<file path="src/rtl/pll_drp_pkg.sv">
// rtl/pll_drp_pkg.sv - shared constants, types and helpers for the PLL DRP controller
package pll_drp_pkg;

    typedef logic [3:0] state_t;

    localparam state_t ST_IDLE      = 4'd0;
    localparam state_t ST_RST_ON    = 4'd1;
    localparam state_t ST_RD        = 4'd2;
    localparam state_t ST_RD_WAIT   = 4'd3;
    localparam state_t ST_WR        = 4'd4;
    localparam state_t ST_WR_WAIT   = 4'd5;
    localparam state_t ST_RST_OFF   = 4'd6;
    localparam state_t ST_WAIT_LOCK = 4'd7;

    localparam logic [6:0] ADDR_CLKOUT0_REG1  = 7'h08;
    localparam logic [6:0] ADDR_CLKOUT0_REG2  = 7'h09;
    localparam logic [6:0] ADDR_CLKFBOUT_REG1 = 7'h14;
    localparam logic [6:0] ADDR_CLKFBOUT_REG2 = 7'h15;

    localparam logic [15:0] KEEP_REG1 = 16'h1000;
    localparam logic [15:0] KEEP_REG2 = 16'hFC00;

    localparam logic [6:0] MULT_MIN = 7'd2;
    localparam logic [6:0] MULT_MAX = 7'd64;
    localparam logic [7:0] DIV_MIN  = 8'd1;
    localparam logic [7:0] DIV_MAX  = 8'd128;

    typedef struct packed {
        logic [5:0] high;
        logic [5:0] low;
        logic       edge_bit;
        logic       nocount;
    } cnt_enc_t;

    function automatic logic [6:0] reg_addr(input logic [1:0] idx);
        case (idx)
            2'd0:    return ADDR_CLKOUT0_REG1;
            2'd1:    return ADDR_CLKOUT0_REG2;
            2'd2:    return ADDR_CLKFBOUT_REG1;
            default: return ADDR_CLKFBOUT_REG2;
        endcase
    endfunction

    function automatic logic [15:0] reg_keep(input logic [1:0] idx);
        return idx[0] ? KEEP_REG2 : KEEP_REG1;
    endfunction

    // ClkReg1 carries high/low counts, ClkReg2 carries edge/nocount (phase/delay cleared)
    function automatic logic [15:0] reg_bits(input cnt_enc_t c, input logic second);
        if (second)
            return {6'd0, 2'b00, c.edge_bit, c.nocount, 6'd0};
        return {3'b000, 1'b0, c.high, c.low};
    endfunction

endpackage

</file>
<file path="src/rtl/pll_drp_cnt_enc.sv">
// rtl/pll_drp_cnt_enc.sv - divide value to PLL high/low/edge/nocount count encoding
module pll_drp_cnt_enc
    import pll_drp_pkg::*;
(
    input  logic [7:0] n,
    output cnt_enc_t   enc
);

    // Truncation to 6 bits maps a count of 64 onto 6'd0, as the PLL expects
    always_comb begin
        enc.high     = 6'(n >> 1);
        enc.low      = 6'(n - (n >> 1));
        enc.edge_bit = n[0];
        enc.nocount  = 1'b0;
        if (n == 8'd1) begin
            enc.high     = 6'd1;
            enc.low      = 6'd1;
            enc.edge_bit = 1'b0;
            enc.nocount  = 1'b1;
        end
    end

endmodule

</file>
<file path="src/rtl/pll_drp_ctrl.sv">
// rtl/pll_drp_ctrl.sv - DRP read-modify-write initiator reprogramming PLL CLKFBOUT/CLKOUT0
module pll_drp_ctrl
    import pll_drp_pkg::*;
#(
    parameter int DRP_TIMEOUT  = 255,
    parameter int LOCK_TIMEOUT = 65535
)
(
    input  logic        clk_sys,
    input  logic        rst_sys_n,
    input  logic        cfg_valid_i,
    output logic        cfg_ready_o,
    input  logic [6:0]  cfg_mult_i,
    input  logic [7:0]  cfg_div_i,
    output logic        busy_o,
    output logic        done_o,
    output logic        err_o,
    output logic [6:0]  drp_daddr_o,
    output logic        drp_den_o,
    output logic        drp_dwe_o,
    output logic [15:0] drp_di_o,
    input  logic [15:0] drp_do_i,
    input  logic        drp_drdy_i,
    output logic        pll_rst_o,
    input  logic        pll_locked_i
);

    localparam int TMAX = (DRP_TIMEOUT > LOCK_TIMEOUT) ? DRP_TIMEOUT : LOCK_TIMEOUT;
    localparam int CW   = $clog2(TMAX + 1);
    localparam logic [CW-1:0] DRP_LAST  = CW'(DRP_TIMEOUT - 1);
    localparam logic [CW-1:0] LOCK_LAST = CW'(LOCK_TIMEOUT - 1);

    state_t        state;
    logic [1:0]    idx;
    logic [1:0]    idx_next;
    logic [6:0]    mult_q;
    logic [7:0]    div_q;
    logic [CW-1:0] wait_cnt;
    logic          lock_meta;
    logic          lock_sync;
    logic          range_ok;
    cnt_enc_t      mult_enc;
    cnt_enc_t      div_enc;
    cnt_enc_t      sel_enc;
    logic [15:0]   merged;

    pll_drp_cnt_enc u_enc_mult (
        .n   ({1'b0, mult_q}),
        .enc (mult_enc)
    );

    pll_drp_cnt_enc u_enc_div (
        .n   (div_q),
        .enc (div_enc)
    );

    assign range_ok = (cfg_mult_i >= MULT_MIN) && (cfg_mult_i <= MULT_MAX) &&
                      (cfg_div_i >= DIV_MIN) && (cfg_div_i <= DIV_MAX);
    assign idx_next = idx + 2'd1;
    // Indices 0/1 program CLKOUT0 from div, 2/3 program CLKFBOUT from mult
    assign sel_enc  = idx[1] ? mult_enc : div_enc;
    assign merged   = (drp_do_i & reg_keep(idx)) | reg_bits(sel_enc, idx[0]);

    always_ff @(posedge clk_sys) begin
        if (!rst_sys_n) begin
            state       <= ST_IDLE;
            idx         <= 2'd0;
            mult_q      <= 7'd0;
            div_q       <= 8'd0;
            wait_cnt    <= '0;
            lock_meta   <= 1'b0;
            lock_sync   <= 1'b0;
            cfg_ready_o <= 1'b1;
            busy_o      <= 1'b0;
            done_o      <= 1'b0;
            err_o       <= 1'b0;
            drp_daddr_o <= 7'd0;
            drp_den_o   <= 1'b0;
            drp_dwe_o   <= 1'b0;
            drp_di_o    <= 16'd0;
            pll_rst_o   <= 1'b0;
        end else begin
            lock_meta <= pll_locked_i;
            lock_sync <= lock_meta;
            done_o    <= 1'b0;
            err_o     <= 1'b0;
            drp_den_o <= 1'b0;
            drp_dwe_o <= 1'b0;

            case (state)
                ST_IDLE: begin
                    if (cfg_valid_i && cfg_ready_o) begin
                        if (range_ok) begin
                            mult_q      <= cfg_mult_i;
                            div_q       <= cfg_div_i;
                            idx         <= 2'd0;
                            pll_rst_o   <= 1'b1;
                            cfg_ready_o <= 1'b0;
                            busy_o      <= 1'b1;
                            state       <= ST_RST_ON;
                        end else begin
                            err_o <= 1'b1;
                        end
                    end
                end
                ST_RST_ON: begin
                    drp_den_o   <= 1'b1;
                    drp_daddr_o <= reg_addr(idx);
                    state       <= ST_RD;
                end
                ST_RD: begin
                    wait_cnt <= '0;
                    state    <= ST_RD_WAIT;
                end
                ST_RD_WAIT: begin
                    if (drp_drdy_i) begin
                        drp_di_o  <= merged;
                        drp_den_o <= 1'b1;
                        drp_dwe_o <= 1'b1;
                        state     <= ST_WR;
                    end else if (wait_cnt == DRP_LAST) begin
                        err_o       <= 1'b1;
                        cfg_ready_o <= 1'b1;
                        busy_o      <= 1'b0;
                        state       <= ST_IDLE;
                    end else begin
                        wait_cnt <= wait_cnt + CW'(1);
                    end
                end
                ST_WR: begin
                    wait_cnt <= '0;
                    state    <= ST_WR_WAIT;
                end
                ST_WR_WAIT: begin
                    if (drp_drdy_i) begin
                        if (idx == 2'd3) begin
                            state <= ST_RST_OFF;
                        end else begin
                            idx         <= idx_next;
                            drp_den_o   <= 1'b1;
                            drp_daddr_o <= reg_addr(idx_next);
                            state       <= ST_RD;
                        end
                    end else if (wait_cnt == DRP_LAST) begin
                        err_o       <= 1'b1;
                        cfg_ready_o <= 1'b1;
                        busy_o      <= 1'b0;
                        state       <= ST_IDLE;
                    end else begin
                        wait_cnt <= wait_cnt + CW'(1);
                    end
                end
                ST_RST_OFF: begin
                    pll_rst_o <= 1'b0;
                    wait_cnt  <= '0;
                    state     <= ST_WAIT_LOCK;
                end
                ST_WAIT_LOCK: begin
                    if (lock_sync) begin
                        done_o      <= 1'b1;
                        cfg_ready_o <= 1'b1;
                        busy_o      <= 1'b0;
                        state       <= ST_IDLE;
                    end else if (wait_cnt == LOCK_LAST) begin
                        err_o       <= 1'b1;
                        cfg_ready_o <= 1'b1;
                        busy_o      <= 1'b0;
                        state       <= ST_IDLE;
                    end else begin
                        wait_cnt <= wait_cnt + CW'(1);
                    end
                end
                default: begin
                    cfg_ready_o <= 1'b1;
                    busy_o      <= 1'b0;
                    pll_rst_o   <= 1'b0;
                    state       <= ST_IDLE;
                end
            endcase
        end
    end

endmodule

</file>
<file path="config.mk">
export PLATFORM = sky130hd
export DESIGN_NAME = pll_drp_ctrl
export DESIGN_NICKNAME = d
export VERILOG_FILES = /design/src/rtl/pll_drp_pkg.sv /design/src/rtl/pll_drp_cnt_enc.sv /design/src/rtl/pll_drp_ctrl.sv
export SDC_FILE = /design/constraint.sdc
export NUM_CORES = 1
export LEC_CHECK = 0
export BUFFER_PORTS_ARGS = -buffer_cell sky130_fd_sc_hd__buf_2
export CORE_AREA = 2 2 84 119
export CTS_CLUSTER_DIAMETER = 40
export DETAILED_ROUTE_END_ITERATION = 10
export DIE_AREA = 0 0 86 121
export GPL_TIMING_DRIVEN = 0
export PLACE_DENSITY = 0.71
export SYNTH_ARGS = -nofsm -noshare
export SYNTH_HDL_FRONTEND = slang
export SYNTH_SLANG_ARGS = --single-unit
</file>
<file path="constraint.sdc">
create_clock -name clk_sys -period 2.3 [get_ports clk_sys]
set_input_delay 0.345 -clock clk_sys [delete_from_list [all_inputs] [get_ports clk_sys]]
set_output_delay 0.345 -clock clk_sys [all_outputs]
set_load 0.1 [all_outputs]
</file>
Word level (Yosys, flattened, before mapping)
Cells that the tools add are included.
{"block": "classes", "n_addsub": 4, "order_cmp": 4, "eq_ne": 26, "mux": 58, "bitwise": 4, "reduce_logical": 24}
{"op": "$mux W16", "count": 7}
{"op": "$pmux W16 S3", "count": 1}
{"op": "$mux W14", "count": 3}
{"op": "$pmux W4 S8", "count": 1}
{"op": "$pmux W5 S3", "count": 2}
{"op": "$mux W4", "count": 7}
{"op": "$mux W1", "count": 23}
{"op": "$add A16 B1 Y16 const B", "count": 1}
{"op": "$and A16 B16 Y16", "count": 1}
{"op": "$eq A16 B16 Y1 const B", "count": 1}
{"op": "$eq A16 B8 Y1 const B", "count": 1}
{"op": "$eq A4 B3 Y1 const B", "count": 4}
{"op": "$ne A2 B2 Y1 const B", "count": 8}
{"op": "$or A16 B16 Y16", "count": 1}
{"op": "$mux W7", "count": 2}
{"op": "$pmux W7 S2", "count": 1}
{"op": "$reduce_and A3 Y1", "count": 4}
{"op": "$sub A6 B6 Y6", "count": 2}
{"op": "$reduce_and A5 Y1", "count": 2}
{"op": "$eq A4 B2 Y1 const B", "count": 2}
{"op": "$eq A8 B1 Y1 const B", "count": 1}
{"op": "$ge A8 B1 Y1 const B", "count": 1}
{"op": "$le A8 B8 Y1 const B", "count": 1}
{"op": "$mux W2", "count": 4}
{"op": "other kinds (26)", "count": 39}
{"block": "word_totals", "regBits": 69, "input_bits": 36, "output_inout_bits": 30, "wordCells": 136}

Depth between registers and ports, before layout
Gate-level depths: netlist of run 1.
{"block": "logic_depth", "word_depth": 7, "mapped_depth": 10, "depth_no_buf": 10}

Hierarchy
From an unflattened synthesis of run 1, not the netlist that was laid out.
{"block": "unflattened", "cells_unflattened": 453, "hier_area_um2": 3930.0}
{"module": "pll_drp_ctrl", "n_inst": 1, "cells_each": 359, "area_each_um2": 3236.9, "seq_area_each_um2": 1301.2}
{"module": "pll_drp_cnt_enc", "n_inst": 2, "cells_each": 47, "area_each_um2": 346.6, "seq_area_each_um2": 0.0}

Worst setup path after synthesis of run 1
No wires, ideal clock.
{"block": "synth_path", "kind": "flip-flop to flip-flop", "startpoint": "register cfg_ready_o", "endpoint": "register div_q[0]", "setup_time_ps": 129, "arrival_ps": 2048, "required_ps": 2171, "setup_slack_ps": 123, "stages_incl_launch_ff": 7, "path_buffers": 2, "period_less_slack_ps": 2177, "path_cell_list": "dfxtp_1 > nand2_1 > a2111oi_2 > and2b_1 > buf_6 > buf_4 > o31ai_1"}
{"block": "synth_via", "elab_chain_cells": 2}
{"item": "start: declaration", "line_no": "pll_drp_ctrl.sv:12", "source": "output logic cfg_ready_o,"}
{"item": "start signal: assignment", "line_no": "pll_drp_ctrl.sv:73", "source": "cfg_ready_o <= 1'b1;"}
{"item": "start signal: assignment", "line_no": "pll_drp_ctrl.sv:98", "source": "cfg_ready_o <= 1'b0;"}
{"item": "start signal: assignment", "line_no": "pll_drp_ctrl.sv:123", "source": "cfg_ready_o <= 1'b1;"}
{"item": "$logic_and A1 B1 Y1", "line_no": "pll_drp_ctrl.sv:92", "source": "if (cfg_valid_i && cfg_ready_o) begin"}
{"item": "$reduce_and A3 Y1 (no line)"}
{"item": "end signal: assignment", "line_no": "pll_drp_ctrl.sv:95", "source": "div_q <= cfg_div_i;"}
{"item": "end: declaration", "line_no": "pll_drp_ctrl.sv:37", "source": "logic [7:0] div_q;"}
No other way between the ends.
A chain may end at the register's enable or synchronous reset.

Final worst setup path of run 1
{"block": "layout_path", "startpoint": "register div_q[0]", "endpoint": "register drp_di_o[4]"}
{"block": "layout_via", "elab_chain_cells": 5, "word_cells_on_any_way": 6, "cone_classes": "1 x add/sub; 1 x eq/ne; 3 x mux; 1 x bitwise"}
{"item": "$sub A6 B6 Y6 or $eq A8 B1 Y1 (tied branches)", "line_no": "pll_drp_cnt_enc.sv:12, pll_drp_cnt_enc.sv:15"}
{"item": "$mux W14 (*)", "line_no": "pll_drp_cnt_enc.sv:15", "source": "if (n == 8'd1) begin"}
{"item": "$mux W14 (*)", "line_no": "pll_drp_ctrl.sv:61", "source": "assign sel_enc = idx[1] ? mult_enc : div_enc;"}
{"item": "$mux W16 (*)", "line_no": "pll_drp_pkg.sv:52", "source": "return {3'b000, 1'b0, c.high, c.low};"}
{"item": "$or A16 B16 Y16 (*)", "line_no": "pll_drp_ctrl.sv:62", "source": "assign merged = (drp_do_i & reg_keep(idx)) | reg_bits(sel_enc, idx[0]);"}
{"item": "end signal: assignment", "line_no": "pll_drp_ctrl.sv:117", "source": "drp_di_o <= merged;"}
{"item": "end: declaration", "line_no": "pll_drp_ctrl.sv:21", "source": "output logic [15:0] drp_di_o,"}
Every way passes the cells marked *; elsewhere a longest branch is shown, timed or not.

==> run_summary.xml, run 1 <==
<?xml version="1.0" encoding="UTF-8"?>
<metrics>
  <group name="run_status">
    <metric name="status" unit="">finished clean</metric>
  </group>
  <group name="min_path">
    <metric name="hold_path_class" unit="">input pin to flop</metric>
  </group>
  <group name="die">
    <metric name="core-area" unit="µm²">9301</metric>
    <metric name="fp.dieH" unit="µm">121</metric>
    <metric name="die_width" unit="µm">86</metric>
    <metric name="std_cell_rows" unit="">42</metric>
    <metric name="initial_utilization" unit="">0.3949</metric>
    <metric name="fp.dieArea" unit="µm²">10410</metric>
    <metric name="io_pins" unit="">66</metric>
  </group>
  <group name="timing">
    <metric name="achievable-frequency" unit="MHz">460.3</metric>
    <metric name="final.min_clock_period" unit="ps">2173</metric>
    <metric name="rsz_0062_raised_after_global_routing" unit="">no</metric>
    <metric name="layout_worst_path_cycle_share" unit="">0.9447</metric>
    <metric name="worstMarginPinSlew" unit="ps">747.9</metric>
    <metric name="slew_headroom" unit="">0.4984</metric>
    <metric name="hold_viol_final" unit="">0</metric>
    <metric name="layout_skew" unit="ps">4.326</metric>
    <metric name="setup_violations" unit="">0</metric>
    <metric name="final.setup.worst_slack" unit="ps">127.3</metric>
    <metric name="final_slew_viol_count" unit="">0</metric>
  </group>
  <group name="clocking">
    <metric name="cts-buffers-inserted" unit="">9</metric>
    <metric name="hold_bufs_at_cts" unit="">0</metric>
    <metric name="htreeDepth" unit="">3</metric>
    <metric name="root_buffer_selected_by_cts" unit="">sky130_fd_sc_hd__clkbuf_16</metric>
    <metric name="clk_pin_slew_worst_paths" unit="ps">50</metric>
    <metric name="tritoncts_sink_count" unit="">65</metric>
    <metric name="tritoncts_clock_tree" unit="">built</metric>
    <metric name="clkLatencyLatePin" unit="ps">330</metric>
    <metric name="clock_path_buffers" unit="">2</metric>
  </group>
  <group name="logic_synthesis">
    <metric name="synth_seq_area_share" unit="">0.3542</metric>
    <metric name="synth_seq_cells" unit="">65</metric>
    <metric name="syn_area_per_cell" unit="µm²">8.623</metric>
    <metric name="synth_edf_count" unit="">0</metric>
    <metric name="synthesis.instances" unit="">426</metric>
    <metric name="yosys_warnings" unit="">0</metric>
    <metric name="async_flop_share" unit="">0</metric>
    <metric name="dominant_synthesized_flop_cell" unit="">sky130_fd_sc_hd__dfxtp_1</metric>
    <metric name="netlist_area" unit="µm²">3674</metric>
    <metric name="ys_types" unit="">67</metric>
  </group>
  <group name="power">
    <metric name="cellPowerDensity" unit="nW/µm²">626.5</metric>
    <metric name="cellInternalPower" unit="W">0.002084</metric>
    <metric name="netSwitchingPower" unit="W">0.0006597</metric>
    <metric name="switching_share" unit="">0.2404</metric>
    <metric name="clock_power_share" unit="">0.488</metric>
    <metric name="p_leak" unit="nW">1.754</metric>
    <metric name="combPwrFrac" unit="">0.094</metric>
    <metric name="power.share.sequential" unit="">0.419</metric>
    <metric name="vdd_ir_drop_max" unit="mV">0.3668</metric>
  </group>
  <group name="place">
    <metric name="place.port_buffers" unit="">51</metric>
    <metric name="dp_hpwl" unit="µm">7650</metric>
    <metric name="gpl.final_weighted_congestion" unit="">0.9612</metric>
    <metric name="placed_cells" unit="">590</metric>
    <metric name="post_dp_cell_area" unit="µm²">4078</metric>
    <metric name="detailedPlace.worstSlack" unit="ps">-80.75</metric>
  </group>
  <group name="global_routing">
    <metric name="grt_remaining_overflow" unit="">0</metric>
    <metric name="wire_length_of_the_first_global_routing_pass" unit="µm">16780</metric>
    <metric name="grt_start_max_net_pins" unit="">11</metric>
    <metric name="grt_usage" unit="">0.2055</metric>
    <metric name="grt_pass1_vias" unit="">3572</metric>
    <metric name="grt_antenna_before_repair" unit="">0</metric>
  </group>
  <group name="flow_run">
    <metric name="drv_cap" unit="">0</metric>
  </group>
  <group name="drt">
    <metric name="detailedRoute.firstIterationViolations" unit="">195</metric>
    <metric name="route.vias.total" unit="">3372</metric>
    <metric name="postRouteWirelength" unit="µm">10170</metric>
    <metric name="detail-route-antenna-nets" unit="">0</metric>
    <metric name="wire_per_inst" unit="µm">16.82</metric>
    <metric name="routed_via_density" unit="">5.574</metric>
    <metric name="dr.pass1.iters" unit="">4</metric>
    <metric name="route.detailed.drc" unit="">0</metric>
  </group>
  <group name="final_layout">
    <metric name="total_number_of_nets_in_the_final_design" unit="">552</metric>
    <metric name="final_layout_size_suffix_gt1_frac" unit="">0.1879</metric>
    <metric name="antenna_cells" unit="">0</metric>
    <metric name="commonest_cells_after_routing_fill_and_taps_aside" unit="">64 x sky130_fd_sc_hd__dfxtp_1, 55 x sky130_fd_sc_hd__buf_2, 48 x sky130_fd_sc_hd__nor2_1</metric>
    <metric name="design_area" unit="µm²">4379</metric>
    <metric name="instances_no_fill" unit="">605</metric>
    <metric name="areaGrowthSynthToFinish" unit="%">19.21</metric>
    <metric name="final_common_cell" unit="">sky130_fd_sc_hd__dfxtp_1</metric>
  </group>
  <group name="worst_setup_path">
    <metric name="worst_path_fanout_max" unit="">3</metric>
    <metric name="crit_path_max_incr_delay" unit="ps">350</metric>
    <metric name="worst_setup_path_end_kind" unit="">flop</metric>
    <metric name="worst_ep_arrival_time" unit="ps">2440</metric>
    <metric name="crit_slowest_cell" unit="">sky130_fd_sc_hd__or3_1</metric>
    <metric name="worst-endpoint-required" unit="ps">2560</metric>
    <metric name="crit_chain" unit="">inv_1 -&gt; ha_1 -&gt; inv_1 -&gt; fa_2 -&gt; nor2b_1 -&gt; o21a_1 -&gt; or3_1 -&gt; a211oi_2 -&gt; a31oi_1 -&gt; o21ai_1</metric>
    <metric name="timing.setup.critical_path_class" unit="">flop to flop</metric>
    <metric name="crit_top_cell" unit="">sky130_fd_sc_hd__inv_1</metric>
    <metric name="critical_path_source_type" unit="">flop</metric>
  </group>
</metrics>
[routing by layer]
metal	vias to the layer above	GRT usage	routed length (µm)
met3	39	0.04830	401
met5	-	0	0
met4	0	0.1329	517
met2	84	0.3760	5561
li1	1649	-	-
met1	1600	0.2016	3694
[cell families after synthesis]
group	share of synthesized area
and+or+nand+nor	0.2197
DFF	0.3542
AOI/OAI and AO/OA	0.1959
xor gates and xnor gates	0.05007
other	0.001021
adders and majority gates	0.08583
buffers and inverters	0.07084
muxes	0.02248
[power groups by stage]
stage	logic (W)	clock network, W	registers [W]
6_report	0.000257	0.00134	0.00115
5_1_grt	0.000278	0.00141	0.00115
4_1_cts	0.000254	0.00135	0.00115
3_5_place_dp	0.000250	0	0.00117
3_3_place_gp	0.000244	0	0.00117
2_1_floorplan	0.000160	0	0.00119
[cell type report]
class,instances,area [µm²]
Fill cell,906,4922
Multi-Input combinational cell,312,2131
Sequential cell,65,1303
Timing Repair Buffer,52,262.8
Clock buffer,11,242.7
Buffer,26,162.7
Tap cell,110,137.6
Inverter,26,97.59
Clock inverter,3,42.54
[flip-flops by register name (all words and copies together), names as in the netlist, 2 cells and up]
| signal | flops |
|---|---|
| mult_q | 7 |
| drp_di_o | 16 |
| wait_cnt | 16 |
| idx | 2 |
| div_q | 8 |
| state | 4 |
| drp_daddr_o | 3 |
[cells in the mapped netlist, types with 2 or more instances]
library cell                instances  share of area
sky130_fd_sc_hd__nor2_2             2         0.0034
sky130_fd_sc_hd__nand3_1           28          0.038
sky130_fd_sc_hd__o21bai_1           2         0.0041
sky130_fd_sc_hd__buf_8              2         0.0082
sky130_fd_sc_hd__xor2_1            15          0.036
sky130_fd_sc_hd__nor2b_1            4         0.0068
sky130_fd_sc_hd__mux2i_1            6          0.016
sky130_fd_sc_hd__nand4_1            4         0.0068
sky130_fd_sc_hd__ha_1              22          0.075
sky130_fd_sc_hd__and4_1             2         0.0048
sky130_fd_sc_hd__xnor2_1            6          0.014
sky130_fd_sc_hd__nand2b_1           5         0.0085
sky130_fd_sc_hd__a21oi_1           17          0.023
sky130_fd_sc_hd__a211oi_1           4         0.0082
sky130_fd_sc_hd__a311oi_1           2         0.0048
sky130_fd_sc_hd__nor4_1             4         0.0068
sky130_fd_sc_hd__buf_2              4         0.0054
sky130_fd_sc_hd__and3_1             3         0.0051
sky130_fd_sc_hd__o2111ai_1          6          0.014
sky130_fd_sc_hd__or3_1              4         0.0068
sky130_fd_sc_hd__nor2_1            48          0.049
sky130_fd_sc_hd__and2_1             6          0.010
sky130_fd_sc_hd__nand2_1           25          0.026
sky130_fd_sc_hd__o211ai_1           8          0.016
sky130_fd_sc_hd__o22ai_1            6          0.010
sky130_fd_sc_hd__a31oi_1            2         0.0034
sky130_fd_sc_hd__a2111oi_2          2         0.0082
sky130_fd_sc_hd__o21ai_0           13          0.018
sky130_fd_sc_hd__nand4b_1           2         0.0048
sky130_fd_sc_hd__buf_4              6          0.012
sky130_fd_sc_hd__clkbuf_1          11          0.011
sky130_fd_sc_hd__a22oi_1            5          0.010
sky130_fd_sc_hd__fa_1               2          0.011
sky130_fd_sc_hd__o31ai_1           14          0.029
sky130_fd_sc_hd__dfxtp_1           65           0.35
sky130_fd_sc_hd__nor3_1            10          0.014
sky130_fd_sc_hd__inv_1             26          0.027
sky130_fd_sc_hd__a21o_1             3         0.0061
sky130_fd_sc_hd__buf_6              2         0.0061
[final timing paths]
path | cells after the start | slack, ps | from | endpoint
worst max register to register | 10 | 130 | div_q[0] | drp_di_o[4]
worst max-delay path | 10 | 130 | div_q[0] | drp_di_o[4]
worst min-delay path | 2 | 220 | pll_locked_i | lock_meta
worst min register to register | 1 | 440 | lock_meta | lock_sync
[per-stage QoR]
step | hold WS [ps] | power (W) | util | TNS, ps
final | 224.4 | 0.002744 | 0.4708 | 0
after detailed placement | 424.8 | 0.001423 | 0.4384 | -199.7
after global routing | 239.0 | 0.002836 | 0.4708 | 0
after CTS | 225.1 | 0.002757 | 0.4697 | 0
after floorplan | 411.9 | 0.001349 | - | 0
after global placement | 423.9 | 0.001417 | 0.4384 | -56.07
[worst max-delay path, delay by kind of cell (launching register included)]
family,cells,cell delay (ps)
and+or+nand+nor,2,490
AOI/OAI and AO/OA,4,620
buffers and inverters,2,150
DFF,1,320
adders and majority gates,2,510
[repair_timing]
action                     CTS  global route
gates resized for setup      2             2
pin swaps                    0             2
setup endpoints to repair    1             4
buffers inserted             0             1
Power figures use the tool's default switching activity.
==> inputs of run 2 (changes only) <==
--- a/config.mk
+++ b/config.mk
@@ -6,12 +6,14 @@
 export NUM_CORES = 1
 export LEC_CHECK = 0
 export BUFFER_PORTS_ARGS = -buffer_cell sky130_fd_sc_hd__buf_2
-export CORE_AREA = 2 2 84 119
+export CELL_PAD_IN_SITES_DETAIL_PLACEMENT = 0
+export CELL_PAD_IN_SITES_GLOBAL_PLACEMENT = 1
+export CORE_AREA = 2 2 118 86
 export CTS_CLUSTER_DIAMETER = 40
 export DETAILED_ROUTE_END_ITERATION = 10
-export DIE_AREA = 0 0 86 121
+export DIE_AREA = 0 0 120 88
 export GPL_TIMING_DRIVEN = 0
-export PLACE_DENSITY = 0.71
+export PLACE_DENSITY = 0.86
 export SYNTH_ARGS = -nofsm -noshare
 export SYNTH_HDL_FRONTEND = slang
 export SYNTH_SLANG_ARGS = --single-unit
==> run 2 against run 1 <==
Against the previous run: register-to-register slack about the same; clock power up 11%; first-iteration DRC count up 32%; power up 5.7%; cell count up 3.1%; critical path type unchanged.
==> run_summary.xml, run 2 (synthesis results as in run 1) <==
<?xml version="1.0" encoding="UTF-8"?>
<metrics>
  <group name="run_status">
    <metric name="status" unit="">finished clean</metric>
  </group>
  <group name="power">
    <metric name="combPwrFrac" unit="">0.089</metric>
    <metric name="cellInternalPower" unit="W">0.002210</metric>
    <metric name="power.share.sequential" unit="">0.396</metric>
    <metric name="vdd_ir_drop_max" unit="mV">0.3421</metric>
    <metric name="p_leak" unit="nW">1.774</metric>
    <metric name="cellPowerDensity" unit="nW/µm²">652.6</metric>
    <metric name="netSwitchingPower" unit="W">0.0006902</metric>
    <metric name="clock_power_share" unit="">0.515</metric>
    <metric name="switching_share" unit="">0.2380</metric>
  </group>
  <group name="final_layout">
    <metric name="total_number_of_nets_in_the_final_design" unit="">551</metric>
    <metric name="design_area" unit="µm²">4444</metric>
    <metric name="layout_top_registers" unit="">drp_di_o (16), wait_cnt (16), div_q (8)</metric>
    <metric name="commonest_cells_after_routing_fill_and_taps_aside" unit="">64 x sky130_fd_sc_hd__dfxtp_1, 55 x sky130_fd_sc_hd__buf_2, 48 x sky130_fd_sc_hd__nor2_1</metric>
    <metric name="final_common_cell" unit="">sky130_fd_sc_hd__dfxtp_1</metric>
    <metric name="antenna_cells" unit="">0</metric>
    <metric name="areaGrowthSynthToFinish" unit="%">20.98</metric>
    <metric name="final_layout_size_suffix_gt1_frac" unit="">0.1935</metric>
  </group>
  <group name="place">
    <metric name="post_dp_cell_area" unit="µm²">4100</metric>
    <metric name="dp_hpwl" unit="µm">7348</metric>
    <metric name="place.port_buffers" unit="">51</metric>
    <metric name="gpl.final_weighted_congestion" unit="">0.8710</metric>
  </group>
  <group name="worst_setup_path">
    <metric name="critical_path_source_type" unit="">flop</metric>
    <metric name="worst_ep_arrival_time" unit="ps">2440</metric>
    <metric name="worst_path_fanout_max" unit="">3</metric>
    <metric name="timing.setup.critical_path_class" unit="">flop to flop</metric>
    <metric name="worst_setup_path_end_kind" unit="">flop</metric>
    <metric name="worst-endpoint-required" unit="ps">2560</metric>
  </group>
  <group name="drt">
    <metric name="detail-route-antenna-nets" unit="">0</metric>
    <metric name="routed_via_density" unit="">5.425</metric>
    <metric name="dr.pass1.iters" unit="">5</metric>
    <metric name="detailedRoute.firstIterationViolations" unit="">257</metric>
    <metric name="route.vias.total" unit="">3385</metric>
    <metric name="route.detailed.drc" unit="">0</metric>
    <metric name="wire_per_inst" unit="µm">15.44</metric>
    <metric name="postRouteWirelength" unit="µm">9636</metric>
  </group>
  <group name="clocking">
    <metric name="clk_pin_slew_worst_paths" unit="ps">60</metric>
    <metric name="cts-buffers-inserted" unit="">9</metric>
    <metric name="root_buffer_selected_by_cts" unit="">sky130_fd_sc_hd__clkbuf_16</metric>
    <metric name="clock_path_buffers" unit="">2</metric>
    <metric name="clkLatencyLatePin" unit="ps">330</metric>
    <metric name="htreeDepth" unit="">3</metric>
    <metric name="tritoncts_sink_count" unit="">65</metric>
    <metric name="postCtsSetupBuffers" unit="">0</metric>
    <metric name="tritoncts_clock_tree" unit="">built</metric>
  </group>
  <group name="timing">
    <metric name="hold_viol_final" unit="">0</metric>
    <metric name="layout_skew" unit="ps">5.690</metric>
    <metric name="layout_worst_path_cycle_share" unit="">0.9485</metric>
    <metric name="rsz_0062_raised_after_global_routing" unit="">no</metric>
    <metric name="achievable-frequency" unit="MHz">458.4</metric>
    <metric name="slew_headroom" unit="">0.4970</metric>
    <metric name="final.hold.worst_slack" unit="ps">253.5</metric>
    <metric name="final.min_clock_period" unit="ps">2181</metric>
    <metric name="worstMarginPinSlew" unit="ps">750.0</metric>
    <metric name="final_slew_viol_count" unit="">0</metric>
    <metric name="setup_violations" unit="">0</metric>
  </group>
  <group name="flow_run">
    <metric name="drv_cap" unit="">0</metric>
  </group>
  <group name="die">
    <metric name="die_width" unit="µm">120</metric>
    <metric name="initial_utilization" unit="">0.3899</metric>
    <metric name="fp.dieH" unit="µm">88</metric>
    <metric name="io_pins" unit="">66</metric>
    <metric name="core-area" unit="µm²">9422</metric>
    <metric name="std_cell_rows" unit="">30</metric>
    <metric name="fp.dieArea" unit="µm²">10560</metric>
  </group>
  <group name="global_routing">
    <metric name="grt_usage" unit="">0.1852</metric>
    <metric name="grt_antenna_before_repair" unit="">0</metric>
    <metric name="wire_length_of_the_first_global_routing_pass" unit="µm">15330</metric>
    <metric name="grt_start_max_net_pins" unit="">13</metric>
    <metric name="grt_remaining_overflow" unit="">0</metric>
    <metric name="grt_pass1_vias" unit="">3046</metric>
  </group>
  <group name="min_path">
    <metric name="hold_path_class" unit="">input pin to flop</metric>
  </group>
</metrics>
[run 2: changes by cell type in the layout (fill, tap and decap cells not counted), sizes merged]
cell	delta
buf	-1
bufinv	+1
inv	+1
clkbuf	-1
clkinv	+1
[run 2: worst paths after layout]
path	start	cells after the start	end	slack, ps
worst min-delay path	drp_do_i[12]	3	drp_di_o[12]	250
worst max register to register	div_q[0]	10	drp_di_o[4]	120
worst max-delay path	div_q[0]	10	drp_di_o[4]	120
worst min register to register	drp_di_o[13]	2	drp_di_o[13]	450
[run 2: repair_timing]
item / 4_1_cts / 5_1_grt
resized for setup: 1 / 6
endpoints found under the setup margin: 1 / 6
pin swaps: 0 / 1
hold buffers: 0 / 0
[run 2: cell type report]
type,count,area [µm²]
repair buffers,51,255.2
fillers,895,4977
plain buffers,26,162.7
clock buffers,10,239.0
well taps,128,160.2
clock inverters,6,90.09
inverters,26,97.59
flip-flops and latches,65,1305
multi-input cells,312,2135
[run 2: through the flow]
| step | setup TNS (ps) | setup slack, ps | std cells | utilization | power [W] |
|---|---|---|---|---|---|
| 4_1_cts | 0 | 32.47 | 624 | 0.4703 | 0.002911 |
| 3_5_place_dp | -1656 | -129.1 | 608 | 0.4352 | 0.001422 |
| 2_1_floorplan | 0 | 123.1 | 429 | - | 0.001349 |
| 3_3_place_gp | -326.2 | -57.28 | 608 | 0.4352 | 0.001418 |
| 5_1_grt | 0 | 1.914 | 624 | 0.4717 | 0.002993 |
| 6_report | 0 | 118.5 | 624 | 0.4717 | 0.002900 |
[run 2: power by group through the flow]
stage | registers [W] | clock network [W] | logic [W]
floorplan | 0.00119 | 0 | 0.000160
global placement | 0.00117 | 0 | 0.000246
detailed placement | 0.00117 | 0 | 0.000249
CTS | 0.00115 | 0.00151 | 0.000250
global route | 0.00115 | 0.00157 | 0.000278
finish | 0.00115 | 0.00149 | 0.000257
[run 2: critical path, stage by stage, from the launching register on]
cell	delay [ps]
sky130_fd_sc_hd__dfxtp_1	330
sky130_fd_sc_hd__inv_2	90
sky130_fd_sc_hd__ha_1	170
sky130_fd_sc_hd__inv_1	60
sky130_fd_sc_hd__fa_1	380
sky130_fd_sc_hd__nor2b_1	150
sky130_fd_sc_hd__o21a_1	170
sky130_fd_sc_hd__or3_1	330
sky130_fd_sc_hd__a211oi_2	210
sky130_fd_sc_hd__a31oi_1	80
sky130_fd_sc_hd__o21ai_1	140
[run 2: per-layer routing]
metal | part of all wire | global-route usage | vias to the layer above
li1 | - | - | 1650
met1 | 0.51 | 0.2767 | 1595
met2 | 0.40 | 0.2665 | 130
met3 | 0.077 | 0.03906 | 10
met4 | 0.011 | 0.05348 | 0
met5 | 0 | 0 | -
